**config.mk**
```make
export PLATFORM = sky130hd
export DESIGN_NAME = mem_wr_arbiter
export DESIGN_NICKNAME = d
export VERILOG_FILES = /design/src/rtl/mem_wr_arbiter.sv
export SDC_FILE = /design/constraint.sdc
export NUM_CORES = 1
export LEC_CHECK = 0
export CORE_UTILIZATION = 36
export DETAILED_ROUTE_END_ITERATION = 6
export MAX_ROUTING_LAYER = met4
export PLACE_DENSITY = 0.81
export SYNTH_ARGS = -nofsm -noshare
export SYNTH_HDL_FRONTEND = slang
export SYNTH_SLANG_ARGS = --single-unit
```
**constraint.sdc**
```tcl
create_clock -name axis_aclk -period 1.95 [get_ports axis_aclk]
set_input_delay 0.2925 -clock axis_aclk [delete_from_list [all_inputs] [get_ports axis_aclk]]
set_output_delay 0.2925 -clock axis_aclk [all_outputs]
set_load 0.02 [all_outputs]
```
**src/rtl/mem_wr_arbiter.sv**
```systemverilog
// Round-robin arbiter giving two AXI-Stream writers packet-granular access to one memory write port,
// with per-channel base addressing and per-packet length/overrun reporting.
module mem_wr_arbiter #(
    parameter int ADDR_WIDTH = 12,
    parameter int DATA_WIDTH = 32,
    parameter int MAX_BEATS  = 256
) (
    input  logic                    axis_aclk,
    input  logic                    axis_aresetn,

    input  logic [DATA_WIDTH-1:0]   s0_axis_tdata,
    input  logic [DATA_WIDTH/8-1:0] s0_axis_tstrb,
    input  logic                    s0_axis_tvalid,
    input  logic                    s0_axis_tlast,
    output logic                    s0_axis_tready,
    input  logic [ADDR_WIDTH-1:0]   s0_base_addr,

    input  logic [DATA_WIDTH-1:0]   s1_axis_tdata,
    input  logic [DATA_WIDTH/8-1:0] s1_axis_tstrb,
    input  logic                    s1_axis_tvalid,
    input  logic                    s1_axis_tlast,
    output logic                    s1_axis_tready,
    input  logic [ADDR_WIDTH-1:0]   s1_base_addr,

    output logic                    m_mem_wr_en,
    output logic [ADDR_WIDTH-1:0]   m_mem_wr_addr,
    output logic [DATA_WIDTH-1:0]   m_mem_wr_tdata,
    output logic [DATA_WIDTH/8-1:0] m_mem_tstrb,
    output logic                    m_mem_tvalid,
    output logic                    m_mem_tlast,
    input  logic                    m_mem_tready,

    output logic [1:0]              grant,
    output logic                    pkt_done,
    output logic                    pkt_done_ch,
    output logic [ADDR_WIDTH:0]     pkt_len,
    output logic                    pkt_overrun
);

    // state   | meaning
    // IDLE    | no owner; arbitrate among valid requesters
    // GNT0/1  | channel 0/1 owns the memory port until its packet ends
    localparam logic [1:0] ST_IDLE = 2'd0;
    localparam logic [1:0] ST_GNT0 = 2'd1;
    localparam logic [1:0] ST_GNT1 = 2'd2;

    localparam logic [ADDR_WIDTH-1:0] LP_LAST_BEAT = ADDR_WIDTH'(MAX_BEATS - 1);

    logic [1:0]            r_state;
    logic                  r_last_grant;
    logic [ADDR_WIDTH-1:0] r_addr_cnt;
    logic [ADDR_WIDTH-1:0] r_beat_cnt;
    logic                  r_pkt_done;
    logic                  r_pkt_done_ch;
    logic [ADDR_WIDTH:0]   r_pkt_len;
    logic                  r_pkt_overrun;

    logic w_src_last;
    logic w_beat;
    logic w_pick1;

    // Tie-break favours the channel that did not own the port last.
    assign w_pick1 = s1_axis_tvalid & (~s0_axis_tvalid | ~r_last_grant);

    always_comb begin
        m_mem_tvalid   = 1'b0;
        m_mem_wr_tdata = '0;
        m_mem_tstrb    = '0;
        m_mem_wr_addr  = '0;
        s0_axis_tready = 1'b0;
        s1_axis_tready = 1'b0;
        w_src_last     = 1'b0;
        case (r_state)
            ST_GNT0: begin
                m_mem_tvalid   = s0_axis_tvalid;
                m_mem_wr_tdata = s0_axis_tdata;
                m_mem_tstrb    = s0_axis_tstrb;
                m_mem_wr_addr  = r_addr_cnt;
                s0_axis_tready = m_mem_tready;
                w_src_last     = s0_axis_tlast;
            end
            ST_GNT1: begin
                m_mem_tvalid   = s1_axis_tvalid;
                m_mem_wr_tdata = s1_axis_tdata;
                m_mem_tstrb    = s1_axis_tstrb;
                m_mem_wr_addr  = r_addr_cnt;
                s1_axis_tready = m_mem_tready;
                w_src_last     = s1_axis_tlast;
            end
            default: ;
        endcase
    end

    assign m_mem_wr_en = m_mem_tvalid;
    assign m_mem_tlast = (r_state != ST_IDLE) & (w_src_last | (r_beat_cnt == LP_LAST_BEAT));
    assign w_beat      = m_mem_tvalid & m_mem_tready;

    always_ff @(posedge axis_aclk or negedge axis_aresetn) begin
        if (!axis_aresetn) begin
            r_state       <= ST_IDLE;
            r_last_grant  <= 1'b1;
            r_addr_cnt    <= '0;
            r_beat_cnt    <= '0;
            r_pkt_done    <= 1'b0;
            r_pkt_done_ch <= 1'b0;
            r_pkt_len     <= '0;
            r_pkt_overrun <= 1'b0;
        end else begin
            r_pkt_done <= 1'b0;
            case (r_state)
                ST_IDLE: begin
                    if (s0_axis_tvalid | s1_axis_tvalid) begin
                        r_state    <= w_pick1 ? ST_GNT1 : ST_GNT0;
                        r_addr_cnt <= w_pick1 ? s1_base_addr : s0_base_addr;
                        r_beat_cnt <= '0;
                    end
                end
                ST_GNT0, ST_GNT1: begin
                    if (w_beat) begin
                        r_addr_cnt <= r_addr_cnt + 1'b1;
                        r_beat_cnt <= r_beat_cnt + 1'b1;
                        if (m_mem_tlast) begin
                            r_state       <= ST_IDLE;
                            r_last_grant  <= (r_state == ST_GNT1);
                            r_pkt_done    <= 1'b1;
                            r_pkt_done_ch <= (r_state == ST_GNT1);
                            r_pkt_len     <= {1'b0, r_beat_cnt} + (ADDR_WIDTH+1)'(1);
                            r_pkt_overrun <= ~w_src_last;
                        end
                    end
                end
                default: r_state <= ST_IDLE;
            endcase
        end
    end

    assign grant       = {r_state == ST_GNT1, r_state == ST_GNT0};
    assign pkt_done    = r_pkt_done;
    assign pkt_done_ch = r_pkt_done_ch;
    assign pkt_len     = r_pkt_len;
    assign pkt_overrun = r_pkt_overrun;

endmodule

```
==> results.json, run 1 <==
{
  "ys_ff_latch": 43,
  "cts_tree": "yes",
  "routed_wl_mm": 13.2,
  "crit_family": "buffers and inverters",
  "synth-async-reset-ratio_pct": 100,
  "start_kind": "flop",
  "drc": 0,
  "synth_warnings": 0,
  "setup_ws_ns": -0.0979,
  "synthToLayoutAreaGrowth_pct": 91.1,
  "finalNetCount": 688,
  "slowest_stage": "dfrtp_1",
  "placementRows": 33,
  "grt_pass1_vias": 3592,
  "via_per_inst": 5.69,
  "fmax_ghz": 0.488,
  "clockPowerShare_pct": 9.1,
  "grt_overflow": 0,
  "cp-end-kind": "flop",
  "cts_root_buf": "clkbuf_8",
  "ir_drop_uv": 920,
  "netlist-cell-type-count": 57,
  "fin_crit_ns": 2.05,
  "seqPwrFrac_pct": 15.8,
  "arrival_ns": 2.25,
  "reg2reg_depth": 10,
  "dp_worst_setup_slack_ns": -0.199,
  "violations": "negative setup slack",
  "max_cap_viol_count": 0,
  "die_h_um": 95.7,
  "grt_pass1_wl_mm": 17.9,
  "htreeDepth": 2,
  "start_util_pct": 37.9,
  "yosysSeqAreaShare_pct": 34.1,
  "final-hold-violation-count": 0,
  "cts_buffers": 5,
  "path_max_fanout": 8,
  "syn_nets": 456,
  "worst_pin_slew_ns": 0.542,
  "critPathMaxStageDelay_ns": 0.40,
  "reg2reg_slack_ns": -0.1,
  "sw_frac_of_total_pct": 47.0,
  "ant_nets": 0,
  "firstDrtPassIters": 4,
  "core-area_um2": 8340,
  "skew_ns": 0.00758,
  "drt_iter0_drc": 201,
  "required_ns": 2.16,
  "hold_class": "primary input to async pin",
  "syn_avg_cell_area_um2": 9.08,
  "internal_power_mw": 4.35,
  "leakage_nw": 2.60,
  "synthFlopType": "dfrtp_1",
  "synth-edff-count": 0,
  "grt_usage_pct": 26.6,
  "cts_buffer_depth": 2,
  "p_switching_mw": 3.86,
  "io_pins": 174,
  "netlist_instances": 348,
  "setup_violations": 23,
  "path_buf_inv": 5,
  "worstSetupPathType": "flop to flop",
  "slew_viol_final": 0,
  "dieArea_um2": 9150,
  "io_buffer_count": 173,
  "dp_hpwl_mm": 9.18,
  "rsz0062_at_grt": "yes",
  "die_w_um": 95.7,
  "grt_max_degree": 29,
  "p_per_area_nw_per_um2": 1360,
  "pwr-share-comb_pct": 75.1,
  "syn-cell-area_um2": 3160,
  "drive_above_1_share_pct": 45.3,
  "status": "finished, violations left",
  "cts_num_sinks": 43,
  "clk_pin_slew_ns": 0.10,
  "r2r_start": "r_state[1]",
  "clock_latency_ns": 0.31,
  "slew_headroom_pct": 63.9,
  "finalCritPeriodShare_pct": 105,
  "layout_common_cells": "clkdlybuf4s50_1 (117), buf_4 (79), dfrtp_1 (42)",
  "antenna_found_initial": 1,
  "layout_commonest_cell": "clkdlybuf4s50_1",
  "vias": 3908,
  "r2r_end": "pkt_done_ch",
  "post_drt_wl_per_cell_um": 19.2,
  "crit_top_cell": "buf_6",
  "place.gp.congestion": 0.890,
  "finalSetupTns_ns": -1.39,
  "cp_cell_sequence": "inv_2 > buf_6 > ha_4 > a22o_1 > nand2_2 > buf_6 > a211oi_4 > buf_6 > buf_16 > mux2_4"
}
==> cell usage after synthesis (2+ instances only) <==
library cell  instances  area, um2
a211o_1               3       26.3
mux2_2               12        135
buf_8                 2       30.0
ha_1                  5       62.6
nor4_1                9       56.3
o211ai_1              5       37.5
a22o_1                7       61.3
nor3b_1               2       15.0
a221oi_1              5       43.8
nor2_1               51        191
and2_1               12       75.1
nand2b_1              2       12.5
buf_4                 7       52.6
nand4_1               7       43.8
xnor2_1               6       52.6
nand2_1              11       41.3
and4_1                2       17.5
a21o_1                5       37.5
clkbuf_1             12       45.0
buf_1                 5       18.8
mux2_4                6       90.1
nand3_1              16       80.1
mux2i_1              17        170
buf_2                 2       10.0
and3_1                2       12.5
a22oi_1              37        278
dfrtp_1              42       1050
a21oi_1               4       20.0
o21ai_0               6       30.0
xor2_1                4       35.0
nor3_1               10       50.1
inv_1                 7       26.3
==> power groups by stage <==
| stage | Clock [mW] | Combinational (mW) | Sequential (mW) |
|---|---|---|---|
| after floorplan | 0 | 2.85 | 1.27 |
| after global placement | 0 | 5.22 | 1.28 |
| after detailed placement | 0 | 5.34 | 1.30 |
| after CTS | 0.740 | 5.56 | 1.28 |
| after global routing | 0.779 | 6.52 | 1.33 |
| final | 0.746 | 6.17 | 1.30 |
==> flip-flops by register name, summed over array words and instances (netlist names) <==
signal        flops
pkt_done          1
pkt_done_ch       1
pkt_len          13
pkt_overrun       1
r_addr_cnt       12
r_beat_cnt       12
r_last_grant      1
r_state           2
==> worst max-delay path by stage <==
| stage | start | end | slack [ns] | cells past startpoint |
|---|---|---|---|---|
| floorplan | r_state[0] | pkt_done_ch | -0.14 | 8 |
| global placement | s1_axis_tvalid | m_mem_wr_en | -0.16 | 5 |
| detailed placement | s1_axis_tvalid | m_mem_wr_en | -0.20 | 5 |
| CTS | r_state[1] | m_mem_wr_tdata[16] | -0.18 | 6 |
| global route | r_state[1] | pkt_len[11] | -0.17 | 10 |
| finish | r_state[1] | pkt_done_ch | -0.1 | 10 |
==> area by class of cell <==
class	instances	area, um2
Inverter	8	32.5
Clock buffer	5	68.8
Multi-Input combinational cell	269	2350
Antenna cell	1	2.50
Clock inverter	3	46.3
Fill cell	607	2300
Sequential cell	43	1080
Tap cell	105	131
Timing Repair Buffer	253	2330
==> worst reg2reg max path, stage by stage, from the launching register on <==
cell,delay [ns]
dfrtp_1,0.40
inv_2,0.09
buf_6,0.10
ha_4,0.17
a22o_1,0.15
nand2_2,0.07
buf_6,0.12
a211oi_4,0.27
buf_6,0.15
buf_16,0.13
mux2_4,0.30
==> metal layers <==
metal | share of wire, % | vias up | wire length, um | global-route usage (%)
met1 | 35 | 1901 | 4590 | 28.0
met2 | 54 | 202 | 7120 | 49.7
met4 | 3.3 | 0 | 439 | 9.08
met3 | 8.0 | 36 | 1060 | 4.55
li1 | - | 1769 | - | -
met5 | 0 | - | 0 | -
==> timing repair <==
item / 4_1_cts / 5_1_grt
endpoints found under the hold margin: 21 / 0
pin swaps: 3 / 16
cloned: 3 / 0
hold buffers: 1 / 0
resized for setup: 247 / 95
setup endpoints to repair: 87 / 84
setup buffers: 5 / 7
==> cell families (layout without fill, tap and decap cells) <==
| logic type | Yosys count | after routing | share of synthesized area [%] |
|---|---|---|---|
| flip-flops | 43 | 43 | 34.1 |
| other | 0 | 1 | 0 |
| adder cells (fa/ha/maj) | 5 | 5 | 1.98 |
| AND/OR/NAND/NOR | 131 | 131 | 21.1 |
| multiplexers | 35 | 35 | 12.5 |
| XOR/XNOR | 10 | 10 | 2.77 |
| buffers and inverters | 36 | 269 | 5.90 |
| AO/OA/AOI/OAI | 88 | 88 | 21.6 |
==> per-stage QoR <==
stage / hold WS, ns / cells / instance area (um2) / util (%) / power (mW)
3_5_place_dp: 0.295 / 665 / 5540 / 66.4 / 6.63
5_1_grt: 0.538 / 687 / 6040 / 72.4 / 8.63
3_3_place_gp: 0.282 / 665 / 5540 / 66.4 / 6.50
2_1_floorplan: -0.00309 / 348 / 3260 / - / 4.12
4_1_cts: 0.501 / 682 / 5760 / 69.1 / 7.58
6_report: 0.495 / 687 / 6040 / 72.4 / 8.22
(Power assumes the default switching activity.)
==> inputs of run 2 (changes only) <==
--- a/config.mk
+++ b/config.mk
@@ -8,7 +8,7 @@
 export CORE_UTILIZATION = 36
 export DETAILED_ROUTE_END_ITERATION = 6
 export MAX_ROUTING_LAYER = met4
-export PLACE_DENSITY = 0.81
+export PLACE_DENSITY = 0.78
 export SYNTH_ARGS = -nofsm -noshare
 export SYNTH_HDL_FRONTEND = slang
 export SYNTH_SLANG_ARGS = --single-unit
==> run 2 against run 1 <==
Effect of this change: critical path type unchanged; hold slack worse by 0.026 ns; the run still ends with negative setup slack left; routed wire length is 0.83% higher; register-to-register slack worse by 0.03 ns; combinational power is 1% higher; die area stayed put; non-clock buffer count is 3 higher; largest power group unchanged; sequential power hardly changed.
==> results.json, run 2 (synthesized netlist as in run 1, its figures left out) <==
{
  "drive_above_1_share_pct": 44.3,
  "die_h_um": 95.7,
  "antenna_found_initial": 3,
  "fin_crit_ns": 2.08,
  "via_per_inst": 5.62,
  "slowest_stage": "dfrtp_1",
  "final_cells": 691,
  "ant_nets": 0,
  "critPathMaxStageDelay_ns": 0.40,
  "clk_pin_slew_ns": 0.09,
  "dieArea_um2": 9150,
  "hold_class": "primary input to async pin",
  "worstSetupPathType": "flop to flop",
  "die_w_um": 95.7,
  "p_switching_mw": 3.88,
  "grt_pass1_wl_mm": 18.2,
  "cts_num_sinks": 43,
  "sw_frac_of_total_pct": 47.4,
  "cp_cell_sequence": "buf_4 > ha_4 > buf_8 > a22oi_2 > buf_6 > nor3_4 > buf_12 > a211o_1 > a21o_2",
  "grt_usage_pct": 26.9,
  "largest_reg_flops": 13,
  "cts_root_buf": "clkbuf_8",
  "p_per_area_nw_per_um2": 1350,
  "post-place-cells": 671,
  "placementRows": 33,
  "grt_overflow": 0,
  "finalCritPeriodShare_pct": 106,
  "pwr-share-comb_pct": 76.5,
  "clockPowerShare_pct": 7.4,
  "seqPwrFrac_pct": 16.1,
  "grt_max_degree": 22,
  "final-hold-violation-count": 0,
  "drt_iter0_drc": 231,
  "cts_buffer_depth": 2,
  "core-area_um2": 8340,
  "worst_pin_slew_ns": 0.492,
  "fmax_ghz": 0.482,
  "cts_buffers": 5,
  "synthToLayoutAreaGrowth_pct": 91.9,
  "io_pins": 174,
  "cts_tree": "yes",
  "ir_drop_uv": 901,
  "clock_latency_ns": 0.31,
  "finalPower_mw": 8.19,
  "setup_violations": 34,
  "violations": "negative setup slack",
  "slew_viol_final": 0,
  "htreeDepth": 2,
  "path_max_fanout": 9,
  "fill_cells": 574,
  "routed_wl_mm": 13.3,
  "slew_headroom_pct": 67.1,
  "max_cap_viol_count": 0,
  "place.gp.congestion": 0.899,
  "firstDrtPassIters": 5,
  "leakage_nw": 2.59,
  "layout_commonest_cell": "clkdlybuf4s50_1",
  "io_buffer_count": 173,
  "skew_ns": 0.0135,
  "setup_ws_ns": -0.126,
  "status": "finished, violations left",
  "drc": 0,
  "cp-end-kind": "flop",
  "grt_pass1_vias": 3701,
  "dp_hpwl_mm": 9.20,
  "rsz0062_at_grt": "yes",
  "vias": 3885,
  "start_kind": "flop",
  "arrival_ns": 2.29,
  "finalNetCount": 691,
  "required_ns": 2.16,
  "start_util_pct": 37.9,
  "layout_common_cells": "clkdlybuf4s50_1 (117), buf_4 (81), dfrtp_1 (42)",
  "internal_power_mw": 4.30,
  "post_drt_wl_per_cell_um": 19.3
}
[run 2: cell count changes in the layout (fill, tap and decap cells not counted), sizes merged, moves of 2 or more]
| cell | previous run | this run |
|---|---|---|
| clkbuf | 13 | 9 |
| clkdlybuf4s15 | 2 | 13 |
| buf | 124 | 122 |
| diode | 1 | 3 |
[run 2: final timing paths]
kind / from / endpoint / slack [ns] / cells past startpoint
min in group axis_aclk: pkt_len[1] / pkt_len[1] / 0.51 / 1
worst max register to register: r_state[0] / r_beat_cnt[5] / -0.13 / 9
worst min register to register: pkt_len[1] / pkt_len[1] / 0.51 / 1
worst min-delay path: axis_aresetn / r_beat_cnt[5] / 0.47 / 2
max in group asynchronous: axis_aresetn / r_addr_cnt[4] / 0.89 / 3
worst max-delay path: r_state[0] / r_beat_cnt[5] / -0.13 / 9
[run 2: what timing repair did]
item                                    CTS  global route
pin swaps                                 2            16
setup buffers                             2             6
gates cloned                              0             2
gates resized for setup                 250            76
hold endpoints to repair                 18             0
endpoints found under the setup margin   80            83
hold buffers                              1             0
[run 2: layout make-up]
type | count | area [um2] | area share, %
multi-input combinational | 269 | 2340 | 38.7
clock inverter | 1 | 8.76 | 0.144
antenna | 3 | 7.51 | 0.124
sequential | 43 | 1080 | 17.8
inverter | 8 | 35.0 | 0.578
clock buffer | 6 | 82.6 | 1.36
timing repair buffer | 256 | 2380 | 39.2
tap | 105 | 131 | 2.17
[run 2: power groups by stage]
| stage | Combinational [mW] | Clock, mW | Sequential [mW] |
|---|---|---|---|
| floorplan | 2.85 | 0 | 1.27 |
| global placement | 5.14 | 0 | 1.29 |
| detailed placement | 5.23 | 0 | 1.30 |
| CTS | 5.41 | 0.613 | 1.29 |
| global route | 6.66 | 0.659 | 1.34 |
| finish | 6.26 | 0.606 | 1.32 |
[run 2: worst max-delay path, delay by kind of cell, from the launching register on]
| family | cells | cell delay [ns] |
|---|---|---|
| AND/OR/NAND/NOR | 1 | 0.06 |
| flip-flops | 1 | 0.40 |
| AO/OA/AOI/OAI | 3 | 0.69 |
| adder cells (fa/ha/maj) | 1 | 0.19 |
| buffers and inverters | 4 | 0.65 |
[run 2: per-stage QoR]
stage          setup TNS (ns)  worst slack [ns]  hold slack, ns  util, %  area (um2)
2_1_floorplan           -1.43            -0.136        -0.00309        -        3260
3_3_place_gp            -4.91            -0.174           0.265     66.3        5530
3_5_place_dp            -7.97            -0.191           0.275     66.3        5530
4_1_cts                 -1.41            -0.101           0.480     69.1        5760
5_1_grt                 -4.55            -0.173           0.524     72.7        6060
6_report                -1.41            -0.126           0.469     72.7        6060
[run 2: layer usage]
| metal | up-vias | global-route usage, % | share of wire [%] |
|---|---|---|---|
| li1 | 1774 | - | - |
| met1 | 1874 | 28.7 | 35 |
| met2 | 204 | 49.5 | 54 |
| met3 | 33 | 4.86 | 7.8 |
| met4 | 0 | 9.45 | 3.0 |
| met5 | - | - | 0 |
